--- src/rtl/dlx_pipe_pkg.sv ---
// Shared DLX pipeline definitions: stage payload widths, IF/ID field offsets
// and the bubble (NOP) payload for every stage boundary.
package dlx_pipe_pkg;

    localparam int IFID_W  = 83;
    localparam int IDEX_W  = 150;
    localparam int EXMEM_W = 110;
    localparam int MEMWB_W = 75;

    // IF/ID payload layout
    localparam int IFID_NPC_LO     = 0;
    localparam int IFID_NPC_HI     = 31;
    localparam int IFID_INSTR_LO   = 32;
    localparam int IFID_INSTR_HI   = 63;
    localparam int IFID_PCTOREG    = 64;
    localparam int IFID_REGTOPC    = 65;
    localparam int IFID_JUMP       = 66;
    localparam int IFID_BRANCH     = 67;
    localparam int IFID_BRZERO     = 68;
    localparam int IFID_RTYPE      = 69;
    localparam int IFID_REGWRITE   = 70;
    localparam int IFID_MEMTOREG   = 71;
    localparam int IFID_MEMWRITE   = 72;
    localparam int IFID_LOADSIGN   = 73;
    localparam int IFID_MUL        = 74;
    localparam int IFID_EXTOP      = 75;
    localparam int IFID_LHIOP      = 76;
    localparam int IFID_DSIZE_LO   = 77;
    localparam int IFID_DSIZE_HI   = 78;
    localparam int IFID_ALUCTRL_LO = 79;
    localparam int IFID_ALUCTRL_HI = 82;

    // A bubble carries no asserted control bits at any stage
    localparam logic [IFID_W-1:0]  IFID_NOP  = '0;
    localparam logic [IDEX_W-1:0]  IDEX_NOP  = '0;
    localparam logic [EXMEM_W-1:0] EXMEM_NOP = '0;
    localparam logic [MEMWB_W-1:0] MEMWB_NOP = '0;

endpackage

--- src/rtl/pipe_stall_ctr.sv ---
// Saturating stall-cycle counter with synchronous clear (clear wins over count).
module pipe_stall_ctr #(
    parameter int CNT_W = 16
) (
    input  logic             clk,
    input  logic             rst_n,
    input  logic             i_inc,
    input  logic             i_clr,
    output logic [CNT_W-1:0] o_cnt
);

    localparam logic [CNT_W-1:0] CNT_MAX = '1;

    logic [CNT_W-1:0] r_cnt;

    always_ff @(posedge clk or negedge rst_n) begin
        if (!rst_n) begin
            r_cnt <= '0;
        end else if (i_clr) begin
            r_cnt <= '0;
        end else if (i_inc && (r_cnt != CNT_MAX)) begin
            r_cnt <= r_cnt + 1'b1;
        end
    end

    assign o_cnt = r_cnt;

endmodule

--- src/rtl/pipe_stage_reg.sv ---
// Parametrised DLX pipeline-stage register with valid/ready, flush and stall counter.
// Define PIPE_SKID_EN for a 2-entry skid buffer with a registered in_ready.
module pipe_stage_reg
    import dlx_pipe_pkg::*;
#(
    parameter int               WIDTH     = IFID_W,
    parameter logic [WIDTH-1:0] NOP_VALUE = '0,
    parameter int               CNT_W     = 16
) (
    input  logic             clk,
    input  logic             rst_n,
    input  logic             in_valid,
    output logic             in_ready,
    input  logic [WIDTH-1:0] in_data,
    output logic             out_valid,
    input  logic             out_ready,
    output logic [WIDTH-1:0] out_data,
    input  logic             flush,
    input  logic             clr_stats,
    output logic [CNT_W-1:0] stall_cnt
);

    logic             r_valid;
    logic [WIDTH-1:0] r_data;
    logic             w_accept;
    logic             w_drain;

    assign w_accept  = in_valid & in_ready;
    assign w_drain   = r_valid & out_ready;
    assign out_valid = r_valid;
    assign out_data  = r_data;

`ifdef PIPE_SKID_EN
    logic             r_skid_valid;
    logic [WIDTH-1:0] r_skid_data;
    logic             r_in_ready;
    logic             w_valid_nxt;
    logic [WIDTH-1:0] w_data_nxt;
    logic             w_skid_valid_nxt;
    logic [WIDTH-1:0] w_skid_data_nxt;

    // Ready comes straight from a flop, so out_ready never reaches in_ready
    assign in_ready = r_in_ready;

    always_comb begin
        w_valid_nxt      = r_valid;
        w_data_nxt       = r_data;
        w_skid_valid_nxt = r_skid_valid;
        w_skid_data_nxt  = r_skid_data;
        if (flush) begin
            w_valid_nxt      = 1'b0;
            w_data_nxt       = NOP_VALUE;
            w_skid_valid_nxt = 1'b0;
            w_skid_data_nxt  = NOP_VALUE;
        end else if (r_skid_valid) begin
            if (w_drain) begin
                w_valid_nxt      = 1'b1;
                w_data_nxt       = r_skid_data;
                w_skid_valid_nxt = 1'b0;
                w_skid_data_nxt  = NOP_VALUE;
            end
        end else if (w_accept) begin
            // Main is stalled: park the new payload behind it to keep order
            if (r_valid && !out_ready) begin
                w_skid_valid_nxt = 1'b1;
                w_skid_data_nxt  = in_data;
            end else begin
                w_valid_nxt = 1'b1;
                w_data_nxt  = in_data;
            end
        end else if (w_drain) begin
            w_valid_nxt = 1'b0;
            w_data_nxt  = NOP_VALUE;
        end
    end

    always_ff @(posedge clk or negedge rst_n) begin
        if (!rst_n) begin
            r_valid      <= 1'b0;
            r_data       <= NOP_VALUE;
            r_skid_valid <= 1'b0;
            r_skid_data  <= NOP_VALUE;
            r_in_ready   <= 1'b0;
        end else begin
            r_valid      <= w_valid_nxt;
            r_data       <= w_data_nxt;
            r_skid_valid <= w_skid_valid_nxt;
            r_skid_data  <= w_skid_data_nxt;
            r_in_ready   <= ~w_skid_valid_nxt;
        end
    end
`else
    assign in_ready = ~r_valid | out_ready;

    always_ff @(posedge clk or negedge rst_n) begin
        if (!rst_n) begin
            r_valid <= 1'b0;
            r_data  <= NOP_VALUE;
        end else if (flush) begin
            r_valid <= 1'b0;
            r_data  <= NOP_VALUE;
        end else if (w_accept) begin
            r_valid <= 1'b1;
            r_data  <= in_data;
        end else if (w_drain) begin
            r_valid <= 1'b0;
            r_data  <= NOP_VALUE;
        end
    end
`endif

    pipe_stall_ctr #(
        .CNT_W (CNT_W)
    ) u_stall_ctr (
        .clk   (clk),
        .rst_n (rst_n),
        .i_inc (r_valid & ~out_ready),
        .i_clr (clr_stats),
        .o_cnt (stall_cnt)
    );

endmodule

--- config.mk ---
export PLATFORM = sky130hd
export DESIGN_NAME = pipe_stage_reg
export DESIGN_NICKNAME = d
export VERILOG_FILES = /design/src/rtl/dlx_pipe_pkg.sv /design/src/rtl/pipe_stall_ctr.sv /design/src/rtl/pipe_stage_reg.sv
export SDC_FILE = /design/constraint.sdc
export NUM_CORES = 1
export LEC_CHECK = 0
export CAP_MARGIN = 20
export CORE_MARGIN = 2
export CORE_UTILIZATION = 43
export DETAILED_ROUTE_END_ITERATION = 8
export PLACE_DENSITY = 0.86
export SLEW_MARGIN = 40
export SYNTH_ARGS = -nofsm -noshare
export SYNTH_HDL_FRONTEND = slang
export SYNTH_SLANG_ARGS = --single-unit
--- constraint.sdc ---
create_clock -name clk -period 5.6 [get_ports clk]
set_input_delay 1.12 -clock clk [delete_from_list [all_inputs] [get_ports clk]]
set_output_delay 1.12 -clock clk [all_outputs]
set_load 0.1 [all_outputs]
After elaboration in Yosys (flattened, before gate mapping):

Index checks and enable logic that the tools add are counted.

* register bits: 100

* reduce and logical (&&, ||, !) cells: 3
* equal/unequal tests: 1
* bitwise logic cells: 6
* mux-type cells: 8
* add/subtract/negate cells: 1

Operators by type and width (number)
* two-way mux 83 bit: 3
* two-way mux 16 bit: 2
* adder 16 x 1 -> 16 bit (second input constant): 1
* inequality test 16 bit (second input constant): 1
* bitwise AND 1 bit: 3
* two-way mux 1 bit: 3
* nonzero test 3 bit: 1
* NOT 1 bit: 2
* nonzero test 2 bit: 1
* logical AND 1 bit: 1
* bitwise OR 1 bit: 1

Depth between registers and ports, before layout:

Gate-level depths: netlist of the first run.

* depth after elaboration: 5
* gate-level depth with buffers: 6
* depth with buffers taken out: 5

Hierarchy:

Synthesis of the first run repeated with hierarchy kept, for this count alone.

* cells, all modules: 481
* area, all modules: 5657.9 um^2

By module, submodules not included
* pipe_stage_reg: cells each 383, times used 1, area an instance 4715.8 um^2, sequential area each 2102.0 um^2
* pipe_stall_ctr: cells each 98, times used 1, area an instance 942.2 um^2, sequential area each 400.4 um^2

Least setup slack after synthesis of the first run:

No wires, ideal clock.

* path type: in2reg
* from: in out_ready
* to: reg u_stall_ctr.r_cnt[11] (netlist: u_stall_ctr.o_cnt[11])
* path slack: 2.748 ns
* required time: 5.522 ns
* arrival: 2.774 ns
* cell stages on the path: 6
* path buffers: 1
* cell sequence: and2b_1 > inv_2 > or3_1 > buf_2 > or4_1 > a21oi_1

* longest elaborated chain between the ends: 4

RTL lines
* start, declared: RTL line pipe_stage_reg.sv:16 `input logic out_ready,`
* NOT 1 bit: RTL line pipe_stage_reg.sv:117 `.i_inc (r_valid & ~out_ready),`
* bitwise AND 1 bit: RTL line pipe_stage_reg.sv:117
* logical AND 1 bit: RTL line pipe_stall_ctr.sv:21 `end else if (i_inc && (r_cnt != CNT_MAX)) begin`
* nonzero test 2 bit (no source line)
* end signal, assigned: RTL line pipe_stall_ctr.sv:22 `r_cnt <= r_cnt + 1'b1;`
* end, declared: RTL line pipe_stall_ctr.sv:14 `logic [CNT_W-1:0] r_cnt;`

Every way passes these cells.
A chain may end at the register's enable or synchronous reset.

Final worst setup path of the first run:

* from: in out_ready
* to: out in_ready

* longest elaborated chain between the ends: 1

RTL lines
* bitwise OR 1 bit: RTL line pipe_stage_reg.sv:93 `assign in_ready = ~r_valid | out_ready;`
* end, declared: RTL line pipe_stage_reg.sv:13 `output logic in_ready,`

Every way passes these cells.

==> key figures, run 1 <==
Run status
  – Status: complete, no violations

Power
  – Final Power: 1.71 mW
  – Max rail drop VDD: 0.137 mV
  – Cell Pwr Density: 309 nW/um2
  – Leakage Power: 2.79 nW

Min path
  – Worst Hold Class: reg2reg
  – Hold path start: out_data[9]

Setup path
  – Critical path arrival: 2.43 ns
  – Worst setup SP type: input port
  – Setup CP Type: in2out
  – Kind of end point of the critical path: output pin
  – CP Data Required Time: 4.48 ns
  – Max FO, Critical Path: 8
  – Crit path from: out_ready
  – Worst R2R Start: out_valid

Synth
  – Post-Syn Nets: 380
  – Yosys warns: 0
  – Mapped Cells: 290
  – Syn Std Cell Area: 3840 um2
  – Mean Syn Cell Area: 13.3 um2
  – Yosys cell types: 40
  – Flops & latches, synth: 100
  – Seq/Total Area, Yosys: 65.1%

Final layout
  – N_diodes: 0
  – Utilization after layout: 64.0%
  – Final #Nets: 562
  – Filler cells: 669
  – Most frequent cells in the layout: 101 x buf_2, 100 x dfrtp_1, 87 x clkdlybuf4s50_1
  – Commonest non-fill, non-tap cell in the layout: buf_2
  – Area growth syn-to-layout: 44.4%
  – Finished Cell Area: 5550 um2
  – Fraction of layout cells with a size suffix above 1: 26.5%

Die
  – Core area: 8680 um2
  – Starting Density: 44.3%
  – Die ar.: 9710 um2
  – I/O Pins: 190
  – Die Ht: 98.6 um
  – Die width: 98.6 um
  – # rows: 34

Clock network
  – Clock sinks: 100
  – CTS resizes: 0
  – Worst-Skew Late Latency: 0.34 ns
  – CTS Buffer Depth: 2
  – H-tree Lvls: 3
  – Clk slew on worst S/H paths: 0.09 ns
  – CTS Buf Count: 9
  – Post-CTS Setup Bufs: 0
  – Hold_buf cts: 0
  – Clk root buf: clkbuf_8
  – CTS tree: done

Timing
  – Final period util: 63.4%
  – Pins over their slew limit: 0
  – Final Hold Fails: 0
  – Slew @ Worst Pin: 0.737 ns
  – Maximum clock frequency: 282 MHz
  – Clock skew: 0.0120 ns
  – Final Setup Violations: 0
  – RSZ-0062 raised after global routing: false
  – Slew Limit Headroom: 50.4%
  – Final hold slack: 0.507 ns
  – Setup TNS: 0 ns
  – Final min period: 3.55 ns

Place
  – Port-buffer cells: 189
  – Routability-driven placement congestion ratio: 0.797
  – Post-placement cell area: 5340 um2
  – Dpl hpwl: 6.67 mm

Route
  – Drt first pass iters: 4
  – Via density: 5.33
  – Vias: 3109
  – DRT antenna net count: 0
  – Routed length per instance: 16.4 um
  – Total wire length: 9.55 mm
  – Starting DRT DRC Count: 91
  – DRC Markers: 0

Global route
  – Antenna violations before repair: 0
  – Largest net degree at the start of global routing: 71
  – First-pass GRT wire length: 15.6 mm
  – Vias in the first global route: 3097
  – Remaining global-route overflow: 0
  – Total GRT Usage: 19.7%

Job
  – Max-cap violations: 0
final cells by class:
type	instances	area, um2	area share, %
Clock buffer	10	138	2.48
Clock inverter	4	73.8	1.33
Inverter	3	11.3	0.203
Multi-Input combinational cell	166	1270	22.9
Sequential cell	100	2500	45.1
Tap cell	108	135	2.43
Timing Repair Buffer	192	1420	25.6
Yosys cell counts (all sizes together):
cell | number | area share (%)
a211oi | 2 | 0.39
a21oi | 10 | 1.3
a22o | 83 | 19
a311oi | 1 | 0.23
a31oi | 2 | 0.33
a41oi | 1 | 0.23
and2 | 1 | 0.16
and2b | 1 | 0.20
and3 | 1 | 0.16
and4b | 1 | 0.26
buf | 6 | 0.62
clkbuf | 15 | 1.5
dfrtp | 100 | 65
ha | 1 | 0.33
inv | 3 | 0.29
mux2 | 2 | 0.59
mux2i | 2 | 0.52
nand2 | 5 | 0.49
nand2b | 2 | 0.33
nand3 | 5 | 0.65
nand4 | 2 | 0.72
nand4b | 1 | 0.23
nor2 | 12 | 1.2
nor2b | 3 | 0.49
nor3 | 7 | 0.91
nor3b | 1 | 0.20
nor4 | 4 | 0.81
o21ai | 3 | 0.39
o311a | 1 | 0.26
o31ai | 3 | 0.59
o41ai | 1 | 0.23
or2 | 1 | 0.16
or3 | 3 | 0.49
or4 | 3 | 0.59
or4b | 1 | 0.26
routing by layer:
layer | vias up | GRT usage, % | wire length [um]
met1 | 1495 | 27.2 | 4100
li1 | 1471 | - | -
met3 | 17 | 4.47 | 613
met4 | 0 | 7.48 | 207
met5 | - | 0 | 0
met2 | 126 | 30.9 | 4630
critical path, cell delays in order:
cell             delay, ns
clkdlybuf4s50_1       0.47
and2b_1               0.24
inv_2                 0.15
buf_2                 0.45
final timing paths:
check / end / slack [ns] / cells after the start
max in group asynchronous: out_data[10] / 3.73 / 2
max reg2reg: out_data[22] / 3.47 / 4
min reg2reg: out_data[9] / 0.51 / 1
max: in_ready / 2.05 / 4
min in group asynchronous: u_stall_ctr.o_cnt[6] / 0.75 / 1
min: out_data[9] / 0.51 / 1
report_power, final:
group,internal (mW),switching [mW]
clock,0.260,0.233
sequential,0.756,0.0192
combinational,0.107,0.339
total,1.12,0.591
registers in the layout (all words and copies together) (netlist names):
register,count
out_data,83
out_valid,1
u_stall_ctr.o_cnt,16
cells by family (layout without fill, tap and decap cells):
family / Yosys count / in the layout / synth area share (%)
adders and majority gates: 1 / 1 / 0.325
and+or+nand+nor: 54 / 54 / 8.27
muxes: 4 / 4 / 1.11
buffers and inverters: 24 / 209 / 2.38
AOI/OAI and AO/OA: 107 / 107 / 22.8
DFF: 100 / 100 / 65.1
stage by stage:
stage / setup WS, ns / instances
CTS: 2.05 / 583
finish: 2.05 / 583
detailed placement: 2.06 / 569
global placement: 1.39 / 569
floorplan: 2.75 / 290
global route: 2.00 / 583
(Power assumes the default switching activity.)
==> inputs of run 2 (changes only) <==
--- a/config.mk
+++ b/config.mk
@@ -7,9 +7,9 @@
 export LEC_CHECK = 0
 export CAP_MARGIN = 20
 export CORE_MARGIN = 2
-export CORE_UTILIZATION = 43
+export CORE_UTILIZATION = 36
 export DETAILED_ROUTE_END_ITERATION = 8
-export PLACE_DENSITY = 0.86
+export PLACE_DENSITY = 0.77
 export SLEW_MARGIN = 40
 export SYNTH_ARGS = -nofsm -noshare
 export SYNTH_HDL_FRONTEND = slang
==> constraint.sdc (replaced) <==
create_clock -name clk -period 2.95 [get_ports clk]
set_input_delay 0.59 -clock clk [delete_from_list [all_inputs] [get_ports clk]]
set_output_delay 0.59 -clock clk [all_outputs]
set_load 0.1 [all_outputs]
==> key figures, run 2 (same netlist as run 1, synthesis figures left out) <==
Run status
  – Status: complete, no violations

Setup path
  – Critical path arrival: 2.64 ns (+0.21 ns)
  – CP Data Required Time: 3.20 ns (-1.28 ns)
  – Kind of end point of the critical path: flip-flop
  – Setup CP Type: in2reg
  – Worst setup SP type: input port
  – Max FO, Critical Path: 8 (unchanged)

Die
  – I/O Pins: 190 (unchanged)
  – # rows: 37 (+8.8%)
  – Die Ht: 107 um (+8.9%)
  – Die ar.: 11500 um2 (+19%)
  – Die width: 107 um (+8.9%)
  – Core area: 10400 um2 (+19%)
  – Starting Density: 37.1% (-7.2 points)

Power
  – Final Power: 3.24 mW (+89%)
  – Switching Fraction: 35.7% (+1.2 points)
  – Max rail drop VDD: 0.255 mV (+85%)
  – Comb pwr share: 27.6% (+1.6 points)
  – Leakage Power: 2.81 nW (+0.58%)
  – Net Sw Power: 1.16 mW (+96%)
  – Pint: 2.09 mW (+86%)
  – Clock power share: 26.9% (-1.9 points)
  – Sequential Power Share: 45.5% (+0.3 points)
  – Cell Pwr Density: 552 nW/um2 (+79%)

Place
  – Dpl hpwl: 7.49 mm (+12%)
  – Post-placement cell area: 5680 um2 (+6.3%)
  – Port-buffer cells: 189 (unchanged)
  – Routability-driven placement congestion ratio: 0.835 (+4.7%)
  – DP Cell Count: 599 (+5.3%)
  – Pre-CTS WS: 0.217 ns (-1.84 ns)

Final layout
  – Finished Layout Cells: 615 (+5.5%)
  – Area growth syn-to-layout: 52.8%
  – Register Area: 2500 um2 (unchanged)
  – Final #Nets: 564 (+0.36%)
  – Most frequent cells in the layout: 103 x buf_4, 100 x dfrtp_1, 87 x clkdlybuf4s50_1
  – Utilization after layout: 56.7% (-7.3 points)
  – Max reg flops: 83 (unchanged)
  – Finished Cell Area: 5880 um2 (+5.8%)
  – Multi-input logic area: 1270 um2 (-0.49%)
  – Filler cells: 894 (+34%)
  – N_diodes: 0 (unchanged)
  – Fraction of layout cells with a size suffix above 1: 26.9% (+0.40 points)
  – Commonest non-fill, non-tap cell in the layout: buf_4

Route
  – Starting DRT DRC Count: 116 (+27%)
  – Via density: 5.15 (-3.3%)
  – Vias: 3170 (+2.0%)
  – Total wire length: 10.2 mm (+7.0%)
  – Routed length per instance: 16.6 um (+1.4%)
  – DRC Markers: 0 (unchanged)
  – Drt first pass iters: 4 (unchanged)
  – DRT antenna net count: 0 (unchanged)

Clock network
  – CTS tree: done
  – Post-CTS Setup Bufs: 0 (unchanged)
  – H-tree Lvls: 3 (unchanged)
  – Clock sinks: 100 (unchanged)
  – Hold_buf cts: 0 (unchanged)
  – Worst-Skew Late Latency: 0.34 ns (about the same)
  – Clk slew on worst S/H paths: 0.10 ns (about the same)
  – Clk root buf: clkbuf_8
  – CTS Buffer Depth: 2 (unchanged)
  – CTS Buf Count: 9 (unchanged)
  – CTS resizes: 0 (unchanged)

Timing
  – Maximum clock frequency: 420 MHz
  – Slew Limit Headroom: 51.5% (+1.0 points)
  – Final Hold Fails: 0 (unchanged)
  – Final hold slack: 0.238 ns (-0.269 ns)
  – RSZ-0062 raised after global routing: false
  – Clock skew: 0.00998 ns (-0.00199 ns)
  – Pins over their slew limit: 0 (unchanged)
  – Final min period: 2.38 ns
  – Final period util: 80.8%
  – Slew @ Worst Pin: 0.722 ns (-0.0154 ns)
  – Setup WS post-layout: 0.567 ns (-1.48 ns)
  – Final Setup Violations: 0 (unchanged)
  – Setup TNS: 0 ns (unchanged)

Global route
  – Vias in the first global route: 3192 (+3.1%)
  – Remaining global-route overflow: 0 (unchanged)
  – Antenna violations before repair: 0 (unchanged)
  – First-pass GRT wire length: 16.2 mm (+4.1%)
  – Largest net degree at the start of global routing: 53 (-25%)
  – Total GRT Usage: 17.8% (-1.9 points)

Min path
  – Worst Hold Class: in2async

Job
  – Max-cap violations: 0 (unchanged)
-- run 2: cell count changes in the layout (fill, tap and decap cells not counted), sizes merged --
cell,before,now
buf,105,107
bufinv,2,1
clkinv,1,0
clkinvlp,0,3
inv,4,5
-- run 2: power by group through the flow --
stage,registers [mW],clock network [mW],logic (mW)
2_1_floorplan,1.99,0,0.108
3_3_place_gp,1.50,0,0.895
3_5_place_dp,1.50,0,0.903
4_1_cts,1.48,0.912,0.902
5_1_grt,1.49,0.968,0.928
6_report,1.48,0.872,0.894
-- run 2: worst paths after layout --
path / startpoint / cells past startpoint / slack (ns) / to
worst max-delay path: out_ready / 6 / 0.57 / u_stall_ctr.o_cnt[11]
max in group asynchronous: rst_n / 2 / 2.02 / out_data[76]
worst min register to register: out_data[16] / 1 / 0.51 / out_data[16]
worst min-delay path: rst_n / 1 / 0.24 / u_stall_ctr.o_cnt[4]
worst max register to register: out_valid / 5 / 0.86 / u_stall_ctr.o_cnt[11]
min in group clk: out_data[16] / 1 / 0.51 / out_data[16]
-- run 2: critical path: stages --
cell	delay, ns
clkdlybuf4s50_1	0.41
and2b_1	0.30
inv_2	0.13
or3_1	0.49
or4_1	0.54
a21oi_1	0.17
-- run 2: cell type report --
type / instances / share of cell area [%]
Clock inverter: 6 / 1.24
Multi-Input combinational cell: 166 / 21.6
Clock buffer: 10 / 2.17
Inverter: 3 / 0.192
Sequential cell: 100 / 42.6
Tap cell: 136 / 2.90
Timing Repair Buffer: 194 / 29.3
-- run 2: routing by layer --
| metal | GRT usage, % | up-vias | share of wire [%] |
|---|---|---|---|
| met3 | 5.02 | 10 | 6.1 |
| met1 | 23.3 | 1555 | 42 |
| li1 | - | 1483 | - |
| met5 | 0 | - | 0 |
| met4 | 4.30 | 0 | 1.2 |
| met2 | 29.3 | 122 | 51 |
==> inputs of run 3 (changes only) <==
==> constraint.sdc (replaced) <==
create_clock -name clk -period 2 [get_ports clk]
set_input_delay 0.4 -clock clk [delete_from_list [all_inputs] [get_ports clk]]
set_output_delay 0.4 -clock clk [all_outputs]
set_load 0.1 [all_outputs]
==> key figures, run 3 (same netlist as run 1, synthesis figures left out) <==
Timing
  – Final hold slack: 0.515 ns (+0.277 ns)
  – Final period util: 96.0%
  – Pins over their slew limit: 0 (unchanged)
  – Slew @ Worst Pin: 0.486 ns (-0.236 ns)
  – Final min period: 1.92 ns
  – Clock skew: 0.0103 ns (+0.000346 ns)
  – Slew Limit Headroom: 67.3% (+16 points)
  – Maximum clock frequency: 521 MHz
  – Setup WS post-layout: 0.0798 ns (-0.487 ns)
  – RSZ-0062 raised after global routing: false
  – Setup TNS: 0 ns (unchanged)
  – Final Hold Fails: 0 (unchanged)
  – Final Setup Violations: 0 (unchanged)

Route
  – Via density: 5.17 (+0.29%)
  – Routed length per instance: 16.7 um (+0.37%)
  – Vias: 3267 (+3.1%)
  – Starting DRT DRC Count: 152 (+31%)
  – Total wire length: 10.5 mm (+3.1%)
  – Drt first pass iters: 4 (unchanged)
  – DRT antenna net count: 0 (unchanged)
  – DRC Markers: 0 (unchanged)

Clock network
  – Clk slew on worst S/H paths: 0.10 ns (about the same)
  – Clk root buf: clkbuf_8
  – Worst-Skew Late Latency: 0.35 ns (about the same)
  – Clock sinks: 100 (unchanged)
  – H-tree Lvls: 3 (unchanged)
  – CTS tree: done
  – Post-CTS Setup Bufs: 0 (unchanged)
  – CTS Buf Count: 9 (unchanged)
  – CTS Buffer Depth: 2 (unchanged)

Power
  – Net Sw Power: 1.70 mW (+47%)
  – Pint: 3.22 mW (+54%)
  – Cell Pwr Density: 804 nW/um2 (+46%)
  – Leakage Power: 2.90 nW (+3.2%)
  – Switching Fraction: 34.6% (-1.1 points)
  – Sequential Power Share: 44.3% (-1.2 points)
  – Clock power share: 28.3% (+1.4 points)
  – Comb pwr share: 27.5% (about the same)
  – Max rail drop VDD: 0.455 mV (+79%)
  – Final Power: 4.92 mW (+52%)

Run status
  – Status: complete, no violations

Die
  – Die ar.: 11500 um2 (unchanged)
  – Starting Density: 37.1% (unchanged)
  – Die width: 107 um (unchanged)
  – # rows: 37 (unchanged)
  – Die Ht: 107 um (unchanged)
  – Core area: 10400 um2 (unchanged)
  – I/O Pins: 190 (unchanged)

Setup path
  – Reg-to-reg endpoint: u_stall_ctr.o_cnt[9]
  – Worst setup SP type: input port
  – Critical path arrival: 2.18 ns (-0.46 ns)
  – Path depth of the worst reg2reg path: 4 (-1)
  – Max FO, Critical Path: 8 (unchanged)
  – Kind of end point of the critical path: flip-flop
  – CP Data Required Time: 2.26 ns (-0.94 ns)
  – R2R setup slack: 0.15 ns (-0.71 ns)
  – Worst R2R Start: u_stall_ctr.o_cnt[2]
  – Crit path from: out_ready
  – Setup CP Type: in2reg

Final layout
  – Most frequent cells in the layout: 114 x buf_4, 87 x clkdlybuf4s50_1, 83 x a22o_1, 83 x dfrtp_1, 13 x dfrtp_2
  – Finished Cell Area: 6120 um2 (+4.2%)
  – Area growth syn-to-layout: 59.3%
  – Fraction of layout cells with a size suffix above 1: 32.9% (+5.9 points)
  – Max reg flops: 83 (unchanged)
  – Finished Layout Cells: 632 (+2.8%)
  – Utilization after layout: 59.0% (+2.4 points)
  – Final #Nets: 581 (+3.0%)
  – Commonest non-fill, non-tap cell in the layout: buf_4
  – N_diodes: 0 (unchanged)

Min path
  – Worst Hold Class: reg2reg
  – Hold path start: out_data[77]
  – Worst hold path endpoint: out_data[77]
  – Hold Crit Depth: 1

Global route
  – Most used routing layer: met2
  – First-pass GRT wire length: 16.5 mm (+1.7%)
  – Vias in the first global route: 3309 (+3.7%)
  – Total GRT Usage: 18.2% (+0.41 points)
  – Antenna violations before repair: 0 (unchanged)
  – GR Layer Usage met1: 22.5% (-0.87 points)
  – Largest net degree at the start of global routing: 44 (-17%)
  – Remaining global-route overflow: 0 (unchanged)
  – GR Layer Usage met2: 30.7% (+1.3 points)
  – Met3 GRT Util: 5.51% (+0.48 points)

Job
  – Max-cap violations: 0 (unchanged)

Place
  – Pre-CTS WS: -0.264 ns (-0.482 ns)
  – DP Cell Count: 615 (+2.7%)
  – Dpl hpwl: 7.86 mm (+4.9%)
  – Routability-driven placement congestion ratio: 0.868 (+4.0%)
  – Post-placement cell area: 5900 um2 (+3.9%)
  – Port-buffer cells: 189 (unchanged)
## run 3: changes by cell type in the layout (fill, tap and decap cells not counted), sizes merged
cell	before	now
inv	5	4
clkinvlp	3	0
buf	107	123
clkinv	0	3
bufinv	1	2
dlygate4sd3	0	1
## run 3: critical path: stages
cell and delay, ns:
clkdlybuf4s50_1 0.40, and2b_2 0.27, inv_8 0.04, or3_1 0.42
or4_1 0.50, a21oi_1 0.15
## run 3: worst max path at each step
| stage | to | slack, ns | cells past startpoint |
|---|---|---|---|
| after CTS | in_ready | 0.1 | 4 |
| after global routing | u_stall_ctr.o_cnt[11] | 0.01 | 6 |
| after global placement | u_stall_ctr.o_cnt[13] | -0.22 | 6 |
| after floorplan | u_stall_ctr.o_cnt[11] | -0.1 | 6 |
| after detailed placement | u_stall_ctr.o_cnt[9] | -0.26 | 6 |
| final | u_stall_ctr.o_cnt[9] | 0.08 | 6 |
## run 3: routing by layer
| layer | routed length (um) | part of all wire, % |
|---|---|---|
| met5 | 0 | 0 |
| met4 | 136 | 1.3 |
| met3 | 656 | 6.2 |
| met2 | 5400 | 51 |
| met1 | 4350 | 41 |
## run 3: repair_timing
item,4_1_cts,5_1_grt
endpoints found under the hold margin,29,0
resized for setup,0,0
hold buffers,1,0
## run 3: area by class of cell
cell class                      count  area (um2)
Fill cell                         856        4250
Sequential cell                   100        2530
Timing Repair Buffer              211        1920
Multi-Input combinational cell    166        1270
Tap cell                          136         170
Clock buffer                       10         128
Clock inverter                      6        87.6
Inverter                            3        18.8
## run 3: power by group through the flow
stage,clock (mW),sequential (mW),combinational (mW)
finish,1.39,2.18,1.35
detailed placement,0,2.22,1.36
floorplan,0,2.93,0.160
global placement,0,2.22,1.35
CTS,1.44,2.18,1.36
global route,1.52,2.19,1.40
